## src/rtl/led_chase_gen.sv

```systemverilog
// LED chase generator: prescaled position stepper with bounce, wrap and bar patterns.
// Optional dim trail on the previous position when LED_CHASE_TRAIL_EN is defined.
module led_chase_gen #(
    parameter int NUM_LEDS   = 8,
    parameter int BASE_SHIFT = 18,
    parameter int POS_W      = $clog2(NUM_LEDS)
) (
    input  logic                clk_25mhz,
    input  logic                rst_n,
    input  logic                run,
    input  logic                step,
    input  logic [2:0]          speed,
    input  logic [1:0]          mode,
    output logic [NUM_LEDS-1:0] led,
    output logic                tick,
    output logic [POS_W-1:0]    pos_o
);

    localparam int CNT_W = BASE_SHIFT + 8;
    localparam logic [POS_W-1:0] POS_MAX = POS_W'(NUM_LEDS - 1);

    localparam logic [1:0] MODE_BOUNCE  = 2'd0;
    localparam logic [1:0] MODE_WRAP_UP = 2'd1;
    localparam logic [1:0] MODE_WRAP_DN = 2'd2;
    localparam logic [1:0] MODE_BAR     = 2'd3;

    typedef enum logic {
        DIR_UP   = 1'b0,
        DIR_DOWN = 1'b1
    } dir_t;

    logic [CNT_W-1:0]    cnt_reg;
    logic [CNT_W-1:0]    cnt_next;
    logic [CNT_W-1:0]    term;
    logic                adv;
    dir_t                dir_reg;
    dir_t                dir_next;
    logic [POS_W-1:0]    pos_reg;
    logic [POS_W-1:0]    pos_next;
    logic [NUM_LEDS-1:0] led_reg;
    logic [NUM_LEDS-1:0] led_next;
    logic                tick_reg;

    // Prescaler: >= compare lets a speed decrease mid-count wrap immediately
    always_comb begin
        term     = (CNT_W'(1) << (BASE_SHIFT + int'(speed))) - CNT_W'(1);
        cnt_next = cnt_reg;
        adv      = 1'b0;
        if (run) begin
            if (cnt_reg >= term) begin
                cnt_next = '0;
                adv      = 1'b1;
            end else begin
                cnt_next = cnt_reg + CNT_W'(1);
            end
        end else begin
            adv = step;
        end
    end

    // State register: direction plus position datapath
    always_ff @(posedge clk_25mhz or negedge rst_n) begin
        if (!rst_n) begin
            cnt_reg  <= '0;
            dir_reg  <= DIR_UP;
            pos_reg  <= '0;
            led_reg  <= '0;
            tick_reg <= 1'b0;
        end else begin
            cnt_reg  <= cnt_next;
            dir_reg  <= dir_next;
            pos_reg  <= pos_next;
            led_reg  <= led_next;
            tick_reg <= adv;
        end
    end

    // Next-state logic; the mode sampled on the advance cycle decides the move
    always_comb begin
        dir_next = dir_reg;
        pos_next = pos_reg;
        if (adv) begin
            case (mode)
                MODE_WRAP_UP: begin
                    dir_next = DIR_UP;
                    pos_next = (pos_reg == POS_MAX) ? '0 : pos_reg + POS_W'(1);
                end
                MODE_WRAP_DN: begin
                    dir_next = DIR_DOWN;
                    pos_next = (pos_reg == '0) ? POS_MAX : pos_reg - POS_W'(1);
                end
                default: begin
                    if (dir_reg == DIR_UP) begin
                        if (pos_reg == POS_MAX) begin
                            dir_next = DIR_DOWN;
                            pos_next = pos_reg - POS_W'(1);
                        end else begin
                            pos_next = pos_reg + POS_W'(1);
                        end
                    end else begin
                        if (pos_reg == '0) begin
                            dir_next = DIR_UP;
                            pos_next = pos_reg + POS_W'(1);
                        end else begin
                            pos_next = pos_reg - POS_W'(1);
                        end
                    end
                end
            endcase
        end
    end

`ifdef LED_CHASE_TRAIL_EN
    logic [POS_W-1:0] prev_pos_reg;
    logic             trail_on;

    always_ff @(posedge clk_25mhz or negedge rst_n) begin
        if (!rst_n) begin
            prev_pos_reg <= '0;
        end else if (adv) begin
            prev_pos_reg <= pos_reg;
        end
    end

    // Trail lights one cycle in four for a 25% duty dim level
    assign trail_on = (mode != MODE_BAR) && (prev_pos_reg != pos_reg) &&
                      (cnt_reg[1:0] == 2'b00);
`endif

    // Output decode, registered into led_reg one cycle behind pos
    generate
        for (genvar gi = 0; gi < NUM_LEDS; gi++) begin : g_led
            logic one_hot;
            logic bar;
            assign one_hot = (pos_reg == POS_W'(gi));
            assign bar     = (POS_W'(gi) <= pos_reg);
`ifdef LED_CHASE_TRAIL_EN
            assign led_next[gi] = (mode == MODE_BAR) ? bar :
                                  (one_hot || (trail_on && (prev_pos_reg == POS_W'(gi))));
`else
            assign led_next[gi] = (mode == MODE_BAR) ? bar : one_hot;
`endif
        end
    endgenerate

    assign led   = led_reg;
    assign tick  = tick_reg;
    assign pos_o = pos_reg;

endmodule

```

## config.mk

```make
export PLATFORM = sky130hd
export DESIGN_NAME = led_chase_gen
export DESIGN_NICKNAME = d
export VERILOG_FILES = /design/src/rtl/led_chase_gen.sv
export SDC_FILE = /design/constraint.sdc
export NUM_CORES = 1
export LEC_CHECK = 0
export ABC_AREA = 1
export CAP_MARGIN = 20
export CORE_ASPECT_RATIO = 0.6
export CORE_MARGIN = 2
export CORE_UTILIZATION = 45
export DETAILED_ROUTE_END_ITERATION = 12
export HOLD_SLACK_MARGIN = 0.05
export PLACE_DENSITY_LB_ADDON = 0.3
export SYNTH_ARGS = -nofsm -noshare
export SYNTH_HDL_FRONTEND = slang
export SYNTH_SLANG_ARGS = --single-unit
```

## constraint.sdc

```tcl
create_clock -name clk_25mhz -period 3.5 [get_ports clk_25mhz]
set_clock_uncertainty 0.05 [all_clocks]
set_input_delay 0.525 -clock clk_25mhz [delete_from_list [all_inputs] [get_ports clk_25mhz]]
set_output_delay 0.525 -clock clk_25mhz [all_outputs]
set_load 0.01 [all_outputs]
```

# == After elaboration in Yosys (flattened, before gate mapping) ==
# Index checks and enable logic that the tools add are counted.
# totals
register_bits,39
output_inout_bits,12
# classes
add_sub_neg,5
eq_ne,10
magnitude_cmp,9
n_reduce_logical,1
shift,1
muxes,21
# op_table
op,count
"26-bit by 1-bit adder with 26-bit output, second input constant",1
26-bit greater-or-equal comparator,1
26-bit 2-to-1 mux,1
"1-bit by 6-bit left shift with 26-bit output, first input constant",1
"26-bit by 2-bit subtractor with 26-bit output, second input constant",1
3-bit 2-to-1 mux,5
1-bit 2-to-1 mux,13
"3-bit equality test, second input constant",4
"3-bit less-or-equal comparator, first input constant",4
"5-bit by 3-bit adder with 6-bit output, first input constant",1
"3-bit by 2-bit equality test with 1-bit output, second input constant",2
"1-bit by 3-bit less-or-equal comparator with 1-bit output, first input constant",2
"2-bit by 3-bit less-or-equal comparator with 1-bit output, first input constant",2
3-bit case mux with 2 select lines,1
"2-bit equality test, second input constant",2
"3-bit by 1-bit adder with 3-bit output, second input constant",1
"3-bit by 1-bit equality test with 1-bit output, second input constant",1
3-bit zero test,1
"3-bit by 1-bit subtractor with 3-bit output, second input constant",1
"2-bit by 1-bit equality test with 1-bit output, second input constant",1
1-bit case mux with 2 select lines,1

# == Depth between registers and ports, before layout ==
# Gate-level depths: netlist of run 1.
# depth
word_depth,6
mapped_depth,20

# == Least setup slack after synthesis of run 1 ==
# OpenSTA, ideal clock, no wires.
# synth_timing
path_type,input to register
start,in speed[2]
end,reg cnt_reg[16]
n_path_buf,1
setup_slack_ns,0.557
arrival_ns,2.773
cell_stages,19
setup_ns,0.120
cell_sequence,inv_1 > ha_1 > inv_1 > nand2_1 > nor2_2 > nand2_1 > ha_1 > o21ai_0 > xnor2_1 > ha_1 > nand2_1 > nor2_1 > nand2_1 > nor2_1 > nand2_1 > nand3_2 > nand2_2 > buf_6 > and3_2
# synth_between
elab_chain_cells,5
# synth_rtl
item,line_no,source
from (decl),12,"input logic [2:0] speed,"
5-bit by 3-bit adder with 6-bit output,46,term = (CNT_W'(1) << (BASE_SHIFT + int'(speed))) - CNT_W'(1);
1-bit by 6-bit left shift with 26-bit output,46,
26-bit by 2-bit subtractor with 26-bit output,46,
26-bit greater-or-equal comparator,50,if (cnt_reg >= term) begin
26-bit 2-to-1 mux,50,
to (signal assigned),70,cnt_reg <= cnt_next;
to (decl),32,logic [CNT_W-1:0] cnt_reg;
# No other way between the ends.
# A chain may end at the register's enable or synchronous reset.

# == Final worst setup path of run 1 ==
# layout_timing
start,in speed[1]
end,"reg pos_reg[2], in the netlist pos_o[2]"
# layout_between
elab_chain_cells,6
# layout_rtl
item,line_no,source
5-bit by 3-bit adder with 6-bit output,46,
1-bit by 6-bit left shift with 26-bit output,46,
26-bit by 2-bit subtractor with 26-bit output,46,
26-bit greater-or-equal comparator,50,
1-bit 2-to-1 mux,50,
1-bit 2-to-1 mux,49,if (run) begin
via adv,35,logic adv;
to (signal assigned),72,pos_reg <= pos_next;
to (decl),38,logic [POS_W-1:0] pos_reg;
# The timed path passes the listed nets, and every way through them passes these cells.

==> results of run 1 <==
## power by group
part	total (mW)	internal (mW)	switching, mW	leakage [nW]
logic	0.457	0.214	0.243	1.03
registers	0.623	0.536	0.0870	0.504
clock network	0.297	0.140	0.157	0.0422
total	1.38	0.890	0.486	1.58
## synth_stat cells, types with 3 or more instances
library cell	number
nand2_1	82
nand4_1	4
nor3_1	5
nor2_2	4
nor2_1	54
dfrtp_1	39
o21ai_1	3
xnor2_1	6
ha_1	26
or2_2	3
o21ai_0	9
nand3_1	22
a21oi_1	8
xor2_1	15
inv_1	41
## placed cells by master (no fill, tap or decap), drive strengths merged
cell	instances
a21oi	8
nor2	59
clkbuf	7
buf	15
nand2	84
nor3	6
nand4	4
xnor2	6
clkinv	1
xor2	15
nand3	24
nor4	1
ha	26
inv	43
or2	3
clkdlybuf4s50	19
and3	1
o21a	1
mux2i	1
a31oi	2
dfrtp	39
o21ai	13
o21bai	2
nand3b	1
## layout make-up
class,instances,share of cell area
Tap cell,80,0.03230
Inverter,43,0.05208
Clock inverter,1,0.001615
Multi-Input combinational cell,257,0.4736
Timing Repair Buffer,34,0.1009
Clock buffer,7,0.02463
Sequential cell,39,0.3149
## logic make-up after synthesis
kind of cell | synth area share
AO/OA/AOI/OAI | 0.05499
XOR/XNOR | 0.07030
adder cells (fa/ha/maj) | 0.1243
buffers and inverters | 0.07174
flip-flops | 0.3730
multiplexers | 0.003826
AND/OR/NAND/NOR | 0.3018
## metal layers
layer  up-vias  wire length [um]  track usage
li1       1157                 -            -
met1       986              3197       0.3310
met2        55              2070       0.2296
met3         8               413      0.04772
met4         0                74      0.05500
met5         -                 0            0
## worst min path at each step
stage,start,endpoint,cells after the start
after floorplan,rst_n,cnt_reg[0],0
after global placement,cnt_reg[1],cnt_reg[1],2
after detailed placement,cnt_reg[1],cnt_reg[1],2
after CTS,rst_n,tick,1
after global routing,rst_n,cnt_reg[5],1
final,rst_n,dir_reg,1
## critical path, stage by stage
cell             delay, ps
clkdlybuf4s50_1        480
inv_1                   80
ha_4                   240
inv_2                   70
nand2_1                 80
nor2_2                 110
nand2_1                 70
ha_1                   210
xnor2_1                190
inv_1                   70
ha_1                   280
nand2_1                 40
nor2_1                 100
nand2_1                 80
nor2_1                 100
nand2_1                 70
nand3_2                 90
nand2_2                 80
buf_4                  180
nand2_2                100
nand2_1                 70
nand2_1                 50
## what timing repair did
item | CTS | global route
setup buffers | 0 | 0
gates resized for setup | 0 | 4
setup endpoints to repair | 0 | 29
==> results.sh, run 1 <==
export IMPL_ys_warnings_count=0
export IMPL_dp_cells=453
export IMPL_drt_iter0_drc=187
export IMPL_synth_cell_types=30
export IMPL_ys_ff_latch=39
export IMPL_reg2reg_to="pos_o[2]"
export IMPL_crit_path_start="speed[1]"
export IMPL_clk_pin_slew_ps=70
export IMPL_synth_area_mm2=0.002616
export IMPL_rsz0062_at_grt="false"
export IMPL_setup_tns_final_ps=0
export IMPL_gp_congestion=0.8877
export IMPL_start_kind="input port"
export IMPL_r2r_slack_ps=1580
export IMPL_yosys_most_used_dff="dfrtp_1"
export IMPL_area_growth_pct=18.46
export IMPL_via_count=2206
export IMPL_worst_slew_pin_slew_ps=864.2
export IMPL_grt_pass1_vias=2005
export IMPL_multiInputGateArea_mm2=0.001468
export IMPL_grtUsageTotal=0.1944
export IMPL_clock_sinks=39
export IMPL_syn_nets=376
export IMPL_dieWidth_um=102.4
export IMPL_synth_seq_area_share=0.3730
export IMPL_fillers=514
export IMPL_avgRoutedWirePerCell_um=12.48
export IMPL_place_port_buffers=20
export IMPL_stdcell_count=461
export IMPL_stdcell_area_mm2=0.003099
export IMPL_final_hold_viol_count=0
export IMPL_final_nets=415
export IMPL_io_pins=21
export IMPL_syn_inst=341
export IMPL_fin_crit_sh=0.9187
export IMPL_postLayoutCoreUtil=0.5538
export IMPL_avgSynthCellArea_um2=7.672
export IMPL_initial_utilization=0.4675
export IMPL_ff2ff_path_depth=11
export IMPL_drv_cap=0
export IMPL_drcViolationCount=0
export IMPL_crit_type="in2reg"
export IMPL_vias_per_cell=4.785
export IMPL_critPathArrivalTime_ps=3400
export IMPL_max_slew_margin=0.4238
export IMPL_cts_buffer_depth=2
export IMPL_coreArea_mm2=0.005597
export IMPL_cts_root_buf="clkbuf_8"
export IMPL_cts_buffers=5
export IMPL_period_minus_slack_ps=3215
export IMPL_worstPathMaxFanout=5
export IMPL_largest_reg_flops=26
export IMPL_dieArea_mm2=0.006460
export IMPL_cts_hold_buffers=0
export IMPL_min_path_type="in2async"
export IMPL_globalRouteOverflowTotal=0
export IMPL_drive_gt1_frac=0.1076
export IMPL_hold_ws_ps=285.0
export IMPL_maxSlewViolCount=0
export IMPL_status="finished clean"
export IMPL_cellPowerDensity_mw_per_mm2=444.2
export IMPL_grt_pass1_wl_um=9666
export IMPL_crit_path_end_kind="flip-flop"
export IMPL_seqCellArea_um2=975.9
export IMPL_worstReg2RegStart="pos_o[0]"
export IMPL_postPlaceCellArea_mm2=0.003003
export IMPL_ant_nets=0
export IMPL_timing_fmax_mhz=311.0
export IMPL_crit_path_end="pos_o[2]"
export IMPL_cts_max_level=2
export IMPL_setup_violations=0
export IMPL_synth_top_area_frac=0.3730
export IMPL_wirelength_um=5755
export IMPL_critPathRequiredTime_ps=3690
export IMPL_fp_row_count=21
export IMPL_synthArstFlopShare=1.000
export IMPL_die_h_um=63.06
export IMPL_total_power_mw=1.377
export IMPL_diodes=0
export IMPL_clock_latency_ps=300
export IMPL_synth_edff_count=0
export IMPL_synth_area_leaders="dfrtp_1 (37%), ha_1 (12%), nand2_1 (12%), nor2_1 (7.7%), inv_1 (5.9%)"
export IMPL_grt_max_degree=40
export IMPL_dp_hpwl_um=4515
export IMPL_finalWorstSetupSlack_ps=284.6
export IMPL_antenna_found_initial=0
export IMPL_synth_area_leader_cell="dfrtp_1"
export IMPL_drtPass1Iterations=4
export IMPL_peakVddDrop_v=0.0002861
export IMPL_tritoncts="built"
export IMPL_pre_cts_ws_ps=-208.5
export IMPL_leakagePower_nw=1.577
(Power assumes the default switching activity.)
==> inputs of run 2 (changes only) <==
Settings changed: HOLD_SLACK_MARGIN 0.05 to 0.03.
==> results of run 2 <==
The final DEF is identical to that of run 1; final timing and power are the same.
==> inputs of run 3 (changes only) <==
Settings changed: PLACE_DENSITY set to 0.72, PLACE_DENSITY_LB_ADDON 0.3 to not set.
Clock period 3.5 ns to 3.7 ns, I/O delays scaled along.
==> results.sh, run 3 (synthesized netlist as in run 1, its figures left out) <==
export IMPL_initial_utilization=0.4675
export IMPL_final_cell_mix="nand2_1 (81), nor2_1 (54), inv_1 (41)"
export IMPL_largest_reg_flops=26
export IMPL_peakVddDrop_v=0.0002463
export IMPL_dieWidth_um=102.4
export IMPL_drive_gt1_frac=0.09333
export IMPL_vias_per_cell=4.873
export IMPL_fillers=527
export IMPL_die_h_um=63.06
export IMPL_dp_hpwl_um=4570
export IMPL_postPlaceCellArea_mm2=0.002945
export IMPL_final_hold_viol_count=0
export IMPL_critPathRequiredTime_ps=3840
export IMPL_maxSlewViolCount=0
export IMPL_grtUsageTotal=0.1979
export IMPL_hold_ws_ps=326.7
export IMPL_worstPathMaxFanout=8
export IMPL_drt_iter0_drc=156
export IMPL_avgRoutedWirePerCell_um=12.76
export IMPL_cts_root_buf="clkbuf_8"
export IMPL_wl_met2_um=2236
export IMPL_crit_path_end_kind="flip-flop"
export IMPL_pre_cts_ws_ps=-137.1
export IMPL_place_port_buffers=20
export IMPL_ant_nets=0
export IMPL_grt_pass1_vias=2063
export IMPL_fp_row_count=21
export IMPL_grt_max_degree=40
export IMPL_rsz0062_at_grt="false"
export IMPL_timing_fmax_mhz=296.2
export IMPL_grt_pass1_wl_um=10020
export IMPL_clock_sinks=39
export IMPL_postLayoutCoreUtil=0.5482
export IMPL_final_common_cell="nand2_1"
export IMPL_diodes=0
export IMPL_tritoncts="built"
export IMPL_coreArea_mm2=0.005597
export IMPL_cts_hold_buffers=0
export IMPL_leakagePower_nw=1.564
export IMPL_start_kind="input port"
export IMPL_critPathArrivalTime_ps=3510
export IMPL_wl_met3_um=353
export IMPL_clock_latency_ps=290
export IMPL_io_pins=21
export IMPL_wl_met1_um=3190
export IMPL_period_minus_slack_ps=3376
export IMPL_clk_pin_slew_ps=80
export IMPL_top_layer_used="met4"
export IMPL_drtPass1Iterations=4
export IMPL_cts_buffers=5
export IMPL_wirelength_um=5807
export IMPL_multiInputGateArea_mm2=0.001455
export IMPL_dieArea_mm2=0.006460
export IMPL_antenna_found_initial=0
export IMPL_cts_buffer_depth=2
export IMPL_area_growth_pct=17.26
export IMPL_finalWorstSetupSlack_ps=323.8
export IMPL_drv_cap=0
export IMPL_cts_max_level=2
export IMPL_min_path_type="in2async"
export IMPL_via_count=2217
export IMPL_max_slew_margin=0.4107
export IMPL_seqCellArea_um2=975.9
export IMPL_final_nets=409
export IMPL_drcViolationCount=0
export IMPL_cellPowerDensity_mw_per_mm2=455.7
export IMPL_crit_type="in2reg"
export IMPL_status="finished clean"
export IMPL_total_power_mw=1.398
export IMPL_worst_slew_pin_slew_ps=883.9
export IMPL_fin_crit_sh=0.9125
export IMPL_globalRouteOverflowTotal=0
export IMPL_gp_congestion=0.9316
export IMPL_setup_violations=0
export IMPL_stdcell_area_mm2=0.003068
[run 3: changes by cell type in the layout (fill, tap and decap cells not counted)]
| cell | previous run | this run |
|---|---|---|
| clkbuf_1 | 2 | 0 |
| ha_1 | 25 | 26 |
| inv_1 | 40 | 41 |
| buf_12 | 1 | 0 |
| buf_4 | 13 | 8 |
| bufinv_16 | 0 | 1 |
| inv_2 | 3 | 1 |
| inv_4 | 0 | 1 |
| ha_4 | 1 | 0 |
| clkbuf_8 | 5 | 6 |
[run 3: path summary, 6_finish.rpt]
check / slack (ps) / cells after the start / start / to
setup reg to reg: 1760 / 11 / pos_o[0] / pos_o[2]
hold reg to reg: 500 / 2 / cnt_reg[1] / cnt_reg[1]
max in group asynchronous: 2720 / 1 / rst_n / cnt_reg[22]
hold / removal: 330 / 1 / rst_n / cnt_reg[7]
setup / recovery: 320 / 21 / speed[2] / pos_o[0]
min in group clk_25mhz: 500 / 2 / cnt_reg[1] / cnt_reg[1]
[run 3: final cells by class]
class	instances	share of cell area
Inverter	43	0.05343
Tap cell	80	0.03263
Sequential cell	39	0.3181
Clock buffer	6	0.02692
Clock inverter	2	0.01142
Multi-Input combinational cell	257	0.4743
Timing Repair Buffer	28	0.08320
[run 3: metrics by stage]
stage / instances / setup TNS [ps]
floorplan: 341 / 0
global placement: 447 / 0
detailed placement: 447 / -2154
CTS: 455 / 0
global route: 455 / 0
finish: 455 / 0
[run 3: where the power goes]
| group | total, mW | switching (mW) | internal (mW) |
|---|---|---|---|
| sequential | 0.588 | 0.0813 | 0.507 |
| combinational | 0.439 | 0.237 | 0.202 |
| clock | 0.370 | 0.152 | 0.218 |
[run 3: timing repair]
action | in CTS | in global routing
setup buffers | 0 | 0
resized for setup | 0 | 4
endpoints found under the setup margin | 0 | 23
[run 3: worst max-delay path, cell delays in order]
cell and delay [ps]:
clkdlybuf4s50_1 500, inv_1 70, ha_1 290, inv_1 90
nand2_1 80, nor2_2 100, nand2_1 70, ha_1 210
o21ai_1 180, xnor2_1 100, ha_1 280, nand2_1 50
nor2_1 120, nand2_1 90, nor2_1 100, nand2_1 60
nand3_2 100, nand2_2 140, buf_4 190, nand3_1 70
nand2_1 60
[run 3: per-layer routing]
metal,track usage,vias to the layer above
met5,0,-
met1,0.3187,1032
met3,0.05660,2
li1,-,1144
met4,0.04500,0
met2,0.2541,39
